==> src/rtl/id_ex_operand_stage.sv <==
// ID/EX pipeline register with operand forwarding, feeding the ALU.
// Holds the decoded instruction for one cycle, resolves RAW hazards from
// EX/MEM and MEM/WB, and raises a load-use hazard that inserts one bubble.
module id_ex_operand_stage #(
  parameter int DATA_WIDTH    = 32,
  parameter int OPCODE_LENGTH = 4,
  parameter int REG_ADDR_W    = 5
) (
  input  logic                     clk,
  input  logic                     rst_n,
  input  logic                     id_valid,
  input  logic [REG_ADDR_W-1:0]    id_rs1,
  input  logic [REG_ADDR_W-1:0]    id_rs2,
  input  logic [REG_ADDR_W-1:0]    id_rd,
  input  logic [DATA_WIDTH-1:0]    id_rs1_data,
  input  logic [DATA_WIDTH-1:0]    id_rs2_data,
  input  logic [DATA_WIDTH-1:0]    id_imm,
  input  logic [DATA_WIDTH-1:0]    id_pc,
  input  logic [OPCODE_LENGTH-1:0] id_alu_op,
  input  logic                     id_alu_src,
  input  logic                     id_uses_rs1,
  input  logic                     id_uses_rs2,
  input  logic                     id_reg_write,
  input  logic                     id_mem_read,
  input  logic                     id_mem_write,
  input  logic                     stall,
  input  logic                     flush,
  input  logic [REG_ADDR_W-1:0]    exm_rd,
  input  logic                     exm_reg_write,
  input  logic [DATA_WIDTH-1:0]    exm_result,
  input  logic [REG_ADDR_W-1:0]    mwb_rd,
  input  logic                     mwb_reg_write,
  input  logic [DATA_WIDTH-1:0]    mwb_wdata,
  output logic [DATA_WIDTH-1:0]    SrcA,
  output logic [DATA_WIDTH-1:0]    SrcB,
  output logic [OPCODE_LENGTH-1:0] Operation,
  output logic                     ex_valid,
  output logic [REG_ADDR_W-1:0]    ex_rd,
  output logic                     ex_reg_write,
  output logic                     ex_mem_read,
  output logic                     ex_mem_write,
  output logic [DATA_WIDTH-1:0]    ex_pc,
  output logic [DATA_WIDTH-1:0]    ex_store_data,
  output logic                     load_use_hazard
);

  localparam logic [REG_ADDR_W-1:0] REG_ZERO  = {REG_ADDR_W{1'b0}};
  localparam logic [DATA_WIDTH-1:0] DATA_ZERO = {DATA_WIDTH{1'b0}};

  // Registered copies of the ID fields that only feed the operand muxes
  logic [REG_ADDR_W-1:0]    ex_rs1_r;
  logic [REG_ADDR_W-1:0]    ex_rs2_r;
  logic [DATA_WIDTH-1:0]    ex_rs1_data_r;
  logic [DATA_WIDTH-1:0]    ex_rs2_data_r;
  logic [DATA_WIDTH-1:0]    ex_imm_r;
  logic                     ex_alu_src_r;

  logic                     load_use_hazard_s;
  logic                     load_bubble_s;
  logic [DATA_WIDTH-1:0]    fwd_a_s;
  logic [DATA_WIDTH-1:0]    fwd_b_s;
  logic [DATA_WIDTH-1:0]    src_b_s;

  // Forwarding select for one operand: EX/MEM wins over MEM/WB, x0 is never
  // forwarded, and a bubble in EX never picks up a forwarded value.
  function automatic logic [DATA_WIDTH-1:0] fwd_sel(
    input logic                  valid,
    input logic [REG_ADDR_W-1:0] rs,
    input logic [DATA_WIDTH-1:0] reg_data,
    input logic [REG_ADDR_W-1:0] e_rd,
    input logic                  e_we,
    input logic [DATA_WIDTH-1:0] e_data,
    input logic [REG_ADDR_W-1:0] w_rd,
    input logic                  w_we,
    input logic [DATA_WIDTH-1:0] w_data
  );
    logic [DATA_WIDTH-1:0] res;
    if (valid && e_we && (e_rd != REG_ZERO) && (e_rd == rs)) begin
      res = e_data;
    end else if (valid && w_we && (w_rd != REG_ZERO) && (w_rd == rs)) begin
      res = w_data;
    end else begin
      res = reg_data;
    end
    return res;
  endfunction

  // Load in EX whose destination is read by the instruction sitting in ID
  always_comb begin
    load_use_hazard_s = 1'b0;
    if (ex_valid && ex_mem_read && (ex_rd != REG_ZERO) && id_valid) begin
      if ((id_uses_rs1 && (id_rs1 == ex_rd)) || (id_uses_rs2 && (id_rs2 == ex_rd))) begin
        load_use_hazard_s = 1'b1;
      end else begin
        load_use_hazard_s = 1'b0;
      end
    end else begin
      load_use_hazard_s = 1'b0;
    end
  end

  // Bubble is loaded on flush (even under stall), or on an unstalled hazard / empty ID
  always_comb begin
    load_bubble_s = 1'b0;
    if (flush) begin
      load_bubble_s = 1'b1;
    end else if (!stall && (load_use_hazard_s || !id_valid)) begin
      load_bubble_s = 1'b1;
    end else begin
      load_bubble_s = 1'b0;
    end
  end

  // ID/EX register: clear, bubble, hold on stall, or capture from ID
  always_ff @(posedge clk or negedge rst_n) begin
    if (!rst_n) begin
      ex_valid      <= 1'b0;
      ex_rd         <= REG_ZERO;
      ex_reg_write  <= 1'b0;
      ex_mem_read   <= 1'b0;
      ex_mem_write  <= 1'b0;
      ex_pc         <= DATA_ZERO;
      Operation     <= {OPCODE_LENGTH{1'b0}};
      ex_rs1_r      <= REG_ZERO;
      ex_rs2_r      <= REG_ZERO;
      ex_rs1_data_r <= DATA_ZERO;
      ex_rs2_data_r <= DATA_ZERO;
      ex_imm_r      <= DATA_ZERO;
      ex_alu_src_r  <= 1'b0;
    end else if (load_bubble_s) begin
      ex_valid      <= 1'b0;
      ex_rd         <= REG_ZERO;
      ex_reg_write  <= 1'b0;
      ex_mem_read   <= 1'b0;
      ex_mem_write  <= 1'b0;
      ex_pc         <= DATA_ZERO;
      Operation     <= {OPCODE_LENGTH{1'b0}};
      ex_rs1_r      <= REG_ZERO;
      ex_rs2_r      <= REG_ZERO;
      ex_rs1_data_r <= DATA_ZERO;
      ex_rs2_data_r <= DATA_ZERO;
      ex_imm_r      <= DATA_ZERO;
      ex_alu_src_r  <= 1'b0;
    end else if (!stall) begin
      ex_valid      <= id_valid;
      ex_rd         <= id_rd;
      ex_reg_write  <= id_reg_write;
      ex_mem_read   <= id_mem_read;
      ex_mem_write  <= id_mem_write;
      ex_pc         <= id_pc;
      Operation     <= id_alu_op;
      ex_rs1_r      <= id_rs1;
      ex_rs2_r      <= id_rs2;
      ex_rs1_data_r <= id_rs1_data;
      ex_rs2_data_r <= id_rs2_data;
      ex_imm_r      <= id_imm;
      ex_alu_src_r  <= id_alu_src;
    end else begin
      ex_valid      <= ex_valid;
      ex_rd         <= ex_rd;
      ex_reg_write  <= ex_reg_write;
      ex_mem_read   <= ex_mem_read;
      ex_mem_write  <= ex_mem_write;
      ex_pc         <= ex_pc;
      Operation     <= Operation;
      ex_rs1_r      <= ex_rs1_r;
      ex_rs2_r      <= ex_rs2_r;
      ex_rs1_data_r <= ex_rs1_data_r;
      ex_rs2_data_r <= ex_rs2_data_r;
      ex_imm_r      <= ex_imm_r;
      ex_alu_src_r  <= ex_alu_src_r;
    end
  end

  // Zero-latency forwarding of both source operands
  always_comb begin
    fwd_a_s = fwd_sel(ex_valid, ex_rs1_r, ex_rs1_data_r, exm_rd, exm_reg_write,
                      exm_result, mwb_rd, mwb_reg_write, mwb_wdata);
    fwd_b_s = fwd_sel(ex_valid, ex_rs2_r, ex_rs2_data_r, exm_rd, exm_reg_write,
                      exm_result, mwb_rd, mwb_reg_write, mwb_wdata);
  end

  // SrcB takes the immediate for I-type; the store path always sees rs2
  always_comb begin
    src_b_s = fwd_b_s;
    if (ex_alu_src_r) begin
      src_b_s = ex_imm_r;
    end else begin
      src_b_s = fwd_b_s;
    end
  end

  assign SrcA            = fwd_a_s;
  assign SrcB            = src_b_s;
  assign ex_store_data   = fwd_b_s;
  assign load_use_hazard = load_use_hazard_s;

endmodule

==> config.mk <==
export PLATFORM = sky130hd
export DESIGN_NAME = id_ex_operand_stage
export DESIGN_NICKNAME = d
export VERILOG_FILES = /design/src/rtl/id_ex_operand_stage.sv
export SDC_FILE = /design/constraint.sdc
export NUM_CORES = 1
export LEC_CHECK = 0
export CORE_AREA = 2 2 145 147
export CTS_CLUSTER_SIZE = 30
export DETAILED_ROUTE_END_ITERATION = 7
export DIE_AREA = 0 0 147 149
export PLACE_DENSITY = 0.88
export SYNTH_ARGS = -nofsm -noshare
export SYNTH_HDL_FRONTEND = slang
export SYNTH_SLANG_ARGS = --single-unit
==> constraint.sdc <==
create_clock -name clk -period 9.4 [get_ports clk]
set_input_delay 2.35 -clock clk [delete_from_list [all_inputs] [get_ports clk]]
set_output_delay 2.35 -clock clk [all_outputs]
set_load 0.02 [all_outputs]
==> reports/metrics.cfg, run 1 <==
[cts]
path_clk_slew_ns = 0.06
cts_setup_buffers = 0
cts-resized-gates = 0
cts_buffer_depth = 2
cts_htree_levels = 4
cts_root_buf = clkbuf_16
cts_sinks = 152
cts_tree = done
clk_latency_ns = 0.42
cts_buffers = 17
hold_buffers = 0

[timing]
fin_tns_setup_ns = 0
slew_headroom = 0.339
hold_violations = 0
fmax_mhz = 125
finalSetupViolCount = 0
holdWs_ns = 0.493
tightest_slew_ns = 0.991
period_share = 0.851
rsz0062_at_grt = no
post-route-min-period_ns = 8.00
finClkSkew_ns = 0.0104
maxSlewViolCount = 0

[worst_setup_path]
critical_path_class = primary input to output pin
cp-start-kind = primary input
cp-end-kind = output pin
timing.rr.start = ex_rd[4]
cp_data_arrival_time_ns = 5.65
cp-startpoint = exm_rd[0]
cpMostUsedCell = clkdlybuf4s50_1
path_max_fanout = 33
rrSetupSlack_ns = 7.25
cp_cell_sequence = clkdlybuf4s50_1, xor2_1, or4_1, buf_4, or2_4, a31oi_1, mux2_2, clkdlybuf4s50_1
critPathSlowestCell = clkdlybuf4s50_1
cpPeakStageDelay_ns = 0.59
required_ns = 7.05

[logic_synthesis]
syn_nets = 926
async_reset_ff_frac = 1.00
synth_cells = 692
synth_cell_type_count = 32
yosysSeqAreaShare = 0.474
ys_ff_latch = 152
synth_top_area_frac = 0.474
synth_ff_type = dfrtp_1
synth_area_sq_mm = 0.00803
ys_warn_count = 0
yosysMostFrequentCell = dfrtp_1
synth_edf_count = 0
syn_avg_cell_area_sq_um = 11.6
synth_top_cell_by_area = dfrtp_1
synth_common_cells = dfrtp_1 (152), a22o_1 (151), clkbuf_1 (49), nor2_1 (35)
yosys-top-cells-area = dfrtp_1 (47%), a22o_1 (16%), a31oi_4 (8.0%)

[floorplan]
fp.dieW_microns = 147
pin_count = 376
placementRows = 53
core_sq_mm = 0.0206
die_area_sq_mm = 0.0219
die_h_microns = 149
initial_core_util = 0.390

[detailed_routing]
drt_wl_total_microns = 28800
drtIter0Drc = 486
drt_pass1_iterations = 5
viasPerCell = 5.59
vias = 7362
drcViolationCount = 0
ant_nets = 0
wire_per_inst_microns = 21.9

[cells_and_area]
nNetsFinal = 1263
final_cells = 1317
utilization = 0.609
area_growth_pct = 56.1
drive_gt1_frac = 0.110

[place]
portBuffers = 375
place_hpwl_microns = 20300
gp_congestion = 0.829
placedCellCount = 1285

[global_route]
grt_pass1_vias = 7584
grt_overflow = 0
grt_pass1_wl_microns = 43900
grt_usage = 0.259
grt_max_degree = 97
antenna_found_initial = 1

[power]
ir_worst_vdd_mv = 0.113
p_per_area_mw_per_mm2 = 136
p_leak_nw = 4.96

[status]
outcome = completed

[worst_hold_path]
hp-start = ex_rs2_data_r[8]
hold_path_class = flop to flop

[flow_run]
maxCapViolations = 0

## placed cells by master, fill, tap and decap left out, drive strengths merged
cell type	n
a21o	1
nor2b	1
mux2i	32
a21oi	34
clkbuf	19
clkdlybuf4s50	374
xor2	5
bufinv	2
and4	1
or3	1
nand4	4
nor3	33
buf	15
nor4	1
clkinvlp	4
o22ai	1
clkinv	3
dfrtp	152
xnor2	25
mux2	32
a31oi	32
diode	1
o211a	1
o21ai	32
and2	2
or2	1
or4	3
o211ai	3
nor2	35
inv	3
nand2	4
nand3	34
a22o	151
## area by class of cell
type	count	area, sq um
diodes	1	2.50
clock inverters	12	143
well taps	275	344
repair buffers	389	3860
flip-flops and latches	152	3800
multi-input cells	469	3930
clock buffers	19	443
fillers	1649	8030
## final timing paths
check / end / cells past startpoint
min in group asynchronous: ex_imm_r[14] / 1
worst min-delay path: ex_rs2_data_r[8] / 1
max in group asynchronous: ex_alu_src_r / 2
worst max-delay path: SrcB[30] / 8
worst max register to register: ex_rs2_data_r[16] / 6
worst min register to register: ex_rs2_data_r[8] / 1
## where the power goes
group          switching [mW]  internal, mW
Sequential             0.0180         0.679
Clock                   0.291         0.401
Combinational           0.143         0.178
Total                   0.452          1.26
## through the flow
stage | setup WS [ns] | power [mW] | area [sq um]
after CTS | 1.43 | 1.72 | 12500
after detailed placement | 1.46 | 1.03 | 11900
final | 1.40 | 1.71 | 12500
after global placement | 1.49 | 1.02 | 11900
after global routing | 1.22 | 1.78 | 12500
after floorplan | 2.80 | 0.828 | 8030
## sequential cells by signal (all words and copies together) (netlist names)
| name | count |
|---|---|
| ex_rs1_data_r | 32 |
| ex_imm_r | 32 |
| ex_alu_src_r | 1 |
| ex_rs2_r | 5 |
| ex_rs2_data_r | 32 |
| ex_rs1_r | 5 |
| ex_pc | 32 |
| ex_reg_write | 1 |
| ex_mem_read | 1 |
| ex_rd | 5 |
| Operation | 4 |
| ex_valid | 1 |
| ex_mem_write | 1 |
## layer usage
layer	wire length, microns	up-vias	share of wire	GRT usage
li1	-	3320	-	-
met1	11400	3608	0.40	0.323
met2	14400	389	0.50	0.448
met3	2450	45	0.085	0.0673
met4	603	0	0.021	0.0731
met5	0	-	0	0
## cell families (layout without fill, tap and decap cells)
kind of cell              after synthesis  after routing  synth area share
AOI/OAI and AO/OA                     255            255             0.294
xor gates and xnor gates               30             30            0.0327
buffers and inverters                  71            420            0.0421
DFF                                   152            152             0.474
muxes                                  64             64            0.0848
other                                   0              1                 0
and+or+nand+nor                       120            120            0.0725
## worst max-delay path: cells and delay by family
family	cells	cell delay, ns
XOR/XNOR	1	0.21
AO/OA/AOI/OAI	1	0.38
multiplexers	1	0.21
buffers and inverters	3	1.39
AND/OR/NAND/NOR	2	1.01
No activity file was read; power rests on OpenSTA's default activity.
==> run 2, diff against run 1 <==
- CORE_AREA: 2 2 145 147 -> 4 4 143 145
- PLACE_DENSITY: 0.88 -> 0.91
==> run 2 against run 1 <==
Cell count is 0.53% lower. Global-route usage rose by 1.0 points. Total power fell by 1.8%. Largest cell class unchanged. Sequential cell count stayed put.
==> reports/metrics.cfg, run 2 (synthesis results as in run 1) <==
[power]
ir_worst_vdd_mv = 0.100  ; -11%
p_per_area_mw_per_mm2 = 134  ; -1.6%
power_mw = 1.68  ; -1.8%
p_leak_nw = 4.95  ; -0.26%

[cts]
cts_sinks = 152  ; unchanged
cts_root_buf = clkbuf_16
cts_tree = done
cts_buffer_depth = 2  ; unchanged
cts_buffers = 17  ; unchanged
cts_htree_levels = 4  ; unchanged
clk_latency_ns = 0.42  ; about the same
cts_setup_buffers = 0  ; unchanged
hold_buffers = 0  ; unchanged
path_clk_slew_ns = 0.06  ; about the same
cts-resized-gates = 0  ; unchanged

[floorplan]
initial_core_util = 0.418  ; +0.0274
die_area_sq_mm = 0.0219  ; unchanged
core_sq_mm = 0.0192  ; -6.6%
pin_count = 376  ; unchanged
fp.dieW_microns = 147  ; unchanged
placementRows = 51  ; -3.8%
die_h_microns = 149  ; unchanged

[place]
placed_cell_area_sq_mm = 0.0119  ; about the same
portBuffers = 375  ; unchanged
place_hpwl_microns = 21600  ; +6.6%
place_ws_ns = 1.35  ; -0.102 ns
gp_congestion = 0.859  ; +3.5%

[global_route]
grt_overflow = 0  ; unchanged
antenna_found_initial = 2  ; +1
grt_max_degree = 85  ; -12%
grt_pass1_vias = 7999  ; +5.5%
grt_pass1_wl_microns = 45800  ; +4.3%
grt_usage = 0.269  ; +0.0101

[detailed_routing]
wire_per_inst_microns = 23.0  ; +5.4%
vias = 7523  ; +2.2%
viasPerCell = 5.74  ; +2.7%
ant_nets = 0  ; unchanged
drcViolationCount = 0  ; unchanged
drt_wl_total_microns = 30200  ; +4.8%
drtIter0Drc = 442  ; -9.1%
drt_pass1_iterations = 5  ; unchanged

[worst_hold_path]
hold_path_class = flop to flop
hold_depth = 1  ; unchanged

[flow_run]
maxCapViolations = 0  ; unchanged

[timing]
fin_tns_setup_ns = 0  ; unchanged
slew_headroom = 0.391  ; +0.0517
fmax_mhz = 124  ; -0.54%
period_share = 0.856  ; +0.00459
maxSlewViolCount = 0  ; unchanged
finalSetupViolCount = 0  ; unchanged
post-route-min-period_ns = 8.05  ; +0.0431 ns
rsz0062_at_grt = no
finClkSkew_ns = 0.0117  ; +0.00132 ns
finalWorstSetupSlack_ns = 1.35  ; -0.0431 ns
tightest_slew_ns = 0.913  ; -0.0775 ns
hold_violations = 0  ; unchanged

[cells_and_area]
drive_gt1_frac = 0.111  ; +0.00171
layout_commonest_cell = clkdlybuf4s50_1
area_growth_pct = 55.8
n_fill_cell = 1434  ; -13%
nNetsFinal = 1265  ; +0.16%
multi_input_area_sq_mm = 0.00393  ; -0.22%
final_cell_mix = clkdlybuf4s50_1 (374), dfrtp_1 (152), a22o_1 (151)
regArea_sq_mm = 0.00380  ; unchanged
utilization = 0.651  ; +0.0415
fin_area_sq_mm = 0.0125  ; -0.21%

[worst_setup_path]
required_ns = 7.05  ; about the same
reg2reg_depth = 6  ; unchanged
cp-end-kind = output pin
cp-start-kind = primary input
path_max_fanout = 33  ; unchanged
critical_path_class = primary input to output pin
cp_data_arrival_time_ns = 5.70  ; +0.05 ns

[status]
outcome = completed

## run 2: cell types whose count changed in the layout (fill, tap and decap cells not counted), sizes merged
cell,change
diode,+1
bufinv,-1
clkinvlp,+1
buf,+2
## run 2: final timing paths
kind	start	to	slack, ns
min in group asynchronous	rst_n	ex_imm_r[13]	1.95
hold reg to reg	ex_pc[20]	ex_pc[20]	0.50
hold / removal	ex_pc[20]	ex_pc[20]	0.50
setup reg to reg	ex_rd[1]	ex_rs2_data_r[18]	7.28
setup / recovery	exm_rd[0]	SrcB[29]	1.35
max in group asynchronous	rst_n	ex_rs1_data_r[16]	5.97
## run 2: cell type report
cell class / instances / area share
multi-input combinational: 469 / 0.314
clock buffer: 19 / 0.0354
timing repair buffer: 391 / 0.310
antenna: 2 / 0.000400
sequential: 152 / 0.304
clock inverter: 12 / 0.00961
tap: 265 / 0.0265
## run 2: worst max-delay path, cell delays in order
cell and delay [ns]:
clkdlybuf4s50_1 0.60, xor2_1 0.17, or4_1 0.13, buf_4 0.38
or2_4 0.51, buf_4 0.53, a31oi_4 0.15, mux2_2 0.30
clkdlybuf4s50_1 0.54
## run 2: power by group
| part | leakage, nW | internal, mW | switching [mW] | total, mW |
|---|---|---|---|---|
| sequential | 2.07 | 0.679 | 0.0184 | 0.697 |
| combinational | 2.62 | 0.178 | 0.144 | 0.322 |
| clock | 0.259 | 0.374 | 0.286 | 0.660 |
| total | 4.95 | 1.23 | 0.449 | 1.68 |
## run 2: routing by layer
layer  GRT usage  vias to the layer above  wire length (microns)
met5           0                        -                      0
met1       0.322                     3706                  11400
li1            -                     3316                      -
met3      0.0705                       76                   2480
met2       0.458                      425                  15200
met4       0.122                        0                   1100
## run 2: metrics by stage
| stage | hold WS, ns | instances |
|---|---|---|
| after floorplan | 0.460 | 692 |
| after global routing | 0.510 | 1310 |
| after detailed placement | 0.479 | 1277 |
| after global placement | 0.477 | 1277 |
| after CTS | 0.498 | 1308 |
| final | 0.498 | 1310 |
==> variant 1 (flow settings as in run 1) <==
`REG_ADDR_W`: 5 -> 7.
--- a/src/rtl/id_ex_operand_stage.sv
+++ b/src/rtl/id_ex_operand_stage.sv
@@ -6,3 +6,3 @@
   parameter int OPCODE_LENGTH = 4,
-  parameter int REG_ADDR_W    = 5
+  parameter int REG_ADDR_W    = 7
 ) (
Interface: changed (6 resized); port bits go from 376 to 388. No check against the original RTL was run, so the function may have changed too.
==> variant 1 against run 1 <==
- setup slack worse by 0.34 ns
- register-to-register slack worse by 1.6 ns
- non-clock buffer count is 16 higher
- sequential cell count is 6 higher
- wire length is 15% higher
- die area stayed put
- sequential power is 4.2% higher
- clock skew is 0.0084 ns higher
- cell area is 9.4% higher
- via count is 28% higher
- highest routed layer is now met5
- worst hold slack worse by 0.017 ns
- power is 3.9% higher
- area after synthesis is 13% higher
- global-route usage is 3.6 points higher
==> variant 1: results (changes against run 1) <==
Yosys
Most frequent cells after synthesis: 192 x nand2_1, 189 x inv_1, 189 x o31ai_1 (was 152 x dfrtp_1, 151 x a22o_1, 49 x clkbuf_1). The number of distinct library cells after synthesis was 26 (was 32). Synth top area cells: dfrtp_1 44%, o31ai_1 16%, nand2_1 8.0% (was dfrtp_1 47%, a22o_1 16%, a31oi_4 8.0%). The flip-flop and latch count after synthesis came to 158 (was 152). The share of synthesized area occupied by flip-flops and latches is 43.7% (was 47.4%). The post-synth net total is 1359 (was 926).

Worst setup path
The master of the slowest instance on the critical path was or3_1 (was clkdlybuf4s50_1). The family with the most delay on the worst path was simple AND/OR/NAND/NOR gates (was buffers and inverters). The highest net fanout along the worst path came to 22 (was 33). The setup slack of the most critical reg-to-reg path is 5.65 ns (was 7.25 ns). The launch point of the worst path was exm_rd[3] (was exm_rd[0]). The largest stage delay on the critical path was 1.00 ns (was 0.59 ns). The startpoint of the most critical register-to-register path is ex_rd[6] (was ex_rd[4]). The data arrival time of the worst path is 5.99 ns (was 5.65 ns).

Layout
The multi-input gate count was 679 (was 469). The final antenna diode count is 7 (was 1). The share of final layout cell area taken by non-clock buffers is 29.3% (was 30.8%). The footprint of the flip-flops and latches was 3960 sq um (was 3800 sq um). The count of non-CTS buffers in the layout is 405 (was 389). The fraction of final layout cells with drive strength greater than 1 is 4.17% (was 11.0%). The area of the multi-input gates came to 4050 sq um (was 3930 sq um). The clock-cell share of area is 4.55% (was 4.67%).

Status
Result of the run: finished clean (unchanged).

Place
The pre-CTS setup slack came to 1.13 ns (was 1.46 ns). The final weighted congestion of routability-driven global placement is 0.915 (was 0.829). The number of port buffers was 387 (was 375).

Global route
The initial antenna violation count is 7 (was 1). The global-route total usage across every layer was 29.5% (was 25.9%). The pin count of the biggest net entering global routing is 96 (was 97).

Power and ir drop
The switching part of the total was 27.9% (was 26.5%). The peak ir drop on the vdd network came to 0.115 mV (was 0.113 mV). The sequential power is 0.726 mW (was 0.697 mW). The sum of internal, switching and leakage power is 1.78 mW (was 1.71 mW).

Drt
The number of DRC markers in iteration 0 came to 604 (was 486).

STA
The setup clock skew after layout is 0.0188 ns (was 0.0104 ns). The setup slack after layout is 1.06 ns (was 1.40 ns).
-- variant 1: how the worst min path moves through the flow --
stage	from	end	slack (ns)	cells past startpoint
global placement	ex_pc[14]	ex_pc[14]	0.46	2
finish	ex_pc[26]	ex_pc[26]	0.48	2
detailed placement	Operation[0]	Operation[0]	0.47	2
floorplan	ex_rs1_data_r[0]	ex_rs1_data_r[0]	0.45	2
CTS	ex_rs1_data_r[27]	ex_rs1_data_r[27]	0.48	2
global route	ex_rs2_data_r[17]	ex_rs2_data_r[17]	0.49	2
-- variant 1: routing by layer --
layer	up-vias	track usage, %	wire length, um
met5	-	0	17
met2	468	50.4	16400
met4	2	11.7	810
met3	57	7.89	2730
li1	4427	-	-
met1	4483	35.8	13100
-- variant 1: cells by family after synthesis --
kind of cell / after synthesis / synth area share [%]
xor+xnor: 42 / 4.06
compound gates: 289 / 22.7
buf+inv: 278 / 12.3
mux: 32 / 3.54
simple gates: 316 / 13.8
flops: 158 / 43.7
==> variant 2 (config.mk and constraints of run 1) <==
Made on the original files. Reset style: synchronous (`rst_n`), changed in one clocked block.
--- a/src/rtl/id_ex_operand_stage.sv
+++ b/src/rtl/id_ex_operand_stage.sv
@@ -114,3 +114,3 @@
   // ID/EX register: clear, bubble, hold on stall, or capture from ID
-  always_ff @(posedge clk or negedge rst_n) begin
+  always_ff @(posedge clk) begin
     if (!rst_n) begin
Behaviour: differs if rst_n is asserted again (counterexample within 4 cycles, from zero or initial values and one cycle with rst_n low); with rst_n held inactive, the same outputs for 4 cycles.
==> variant 2 against run 1 <==
- wire length up 12%
- cell area up 4.6%
- critical path depth down 1
- synthesized cell count up 51%
- area after synthesis up 9.5%
- setup slack worse by 0.13 ns
- maximum frequency down 1.6%
- sequential share of layout area down 7.1 points
- sequential cell count unchanged
- power down 3.5%
==> variant 2: results (changes against run 1) <==
Hold path
The worst hold path endpoint is ex_imm_r[0] (was ex_rs2_data_r[8]). The cell depth of the worst hold path was 2 (was 1).

Drt
The detail-routed via count per cell came to 5.75 (was 5.59). The total wire length was 32300 um (was 28800 um).

Layout
The final antenna diode count was 3 (was 1). The proportion of cell area occupied by registers was 23.2% (was 30.4%). The area of the multi-input gates is 5270 sq um (was 3930 sq um).

The multi-input gate count is 770 (was 469). The post-route non-filler standard cell count is 1619 (was 1317). The clock-cell share of area came to 4.45% (was 4.67%). The number of fillers in the final layout is 1722 (was 1649).

Worst setup path
The end of the critical path is SrcB[17] (was SrcB[30]). The setup slack of the most critical reg-to-reg path is 6.39 ns (was 7.25 ns). The family with the most delay on the worst path is compound AO/OA/AOI/OAI gates (was buffers and inverters). The data arrival time of the worst path is 5.78 ns (was 5.65 ns). The master of the slowest instance on the critical path is o211ai_4 (was clkdlybuf4s50_1). The launch point of the worst path is mwb_rd[3] (was exm_rd[0]).

The largest stage delay on the critical path was 0.83 ns (was 0.59 ns).

Yosys
Most frequent cells after synthesis: 172 x nand3_1, 152 x dfxtp_1, 151 x nand3b_1 (was 152 x dfrtp_1, 151 x a22o_1, 49 x clkbuf_1). The xor and xnor fraction of the mapped netlist area was 2.99% (was 3.27%). The compound-gate portion of the synthesized area came to 20.6% (was 29.4%). The async set-reset flop share out of synthesis is 0% (was 100%). The post-synthesis instance total was 1043 (was 692).

The number of distinct library cells after synthesis was 38 (was 32). The post-synth net total was 1277 (was 926).

Power and ir drop
The peak ir drop on the vdd network is 0.112 mV (was 0.113 mV). The leakage power is 4.18 nW (was 4.96 nW). The switching part of the total came to 25.6% (was 26.5%).

The sequential power is 0.676 mW (was 0.697 mW).

STA
The worst hold slack after final layout is 0.477 ns (was 0.493 ns). The setup clock skew after layout came to 0.0105 ns (was 0.0104 ns). The slew at the pin closest to its max-slew limit was 1.06 ns (was 0.991 ns). The final critical-path share of the clock period is 86.5% (was 85.1%).

Global route
The global-route total usage across every layer is 28.3% (was 25.9%). The pin count of the biggest net entering global routing came to 125 (was 97). The initial antenna violation count is 3 (was 1). The global-route track usage on met3 was 6.36% (was 6.73%). The global-route wire length before repair was 48800 um (was 43900 um). The global-route met1 utilization is 35.1% (was 32.3%).

Place
The final weighted congestion of routability-driven global placement was 0.869 (was 0.829).

Status
Result of the run: finished clean (unchanged).
-- variant 2: cell count changes in the layout (fill, tap and decap cells not counted), moves of 8 or more --
| cell | delta |
|---|---|
| o21ai_0 | +116 |
| nand2_1 | +13 |
| a22o_1 | -151 |
| nand3_1 | +138 |
| o22ai_1 | +15 |
| dfxtp_1 | +151 |
| o21ai_1 | +21 |
| dfrtp_1 | -152 |
| xor2_1 | +8 |
| nand3b_1 | +151 |
| xnor2_1 | -8 |
-- variant 2: stage by stage --
step           power, mW  area (sq um)
6_report            1.65         13100
2_1_floorplan      0.801          8790
3_5_place_dp       0.968         12500
4_1_cts             1.66         13100
3_3_place_gp       0.963         12500
5_1_grt             1.71         13100
-- variant 2: layer usage --
metal | up-vias | wire length [um]
met5 | - | 0
met1 | 4361 | 12700
met4 | 0 | 1020
li1 | 4384 | -
met2 | 504 | 15600
met3 | 61 | 3050
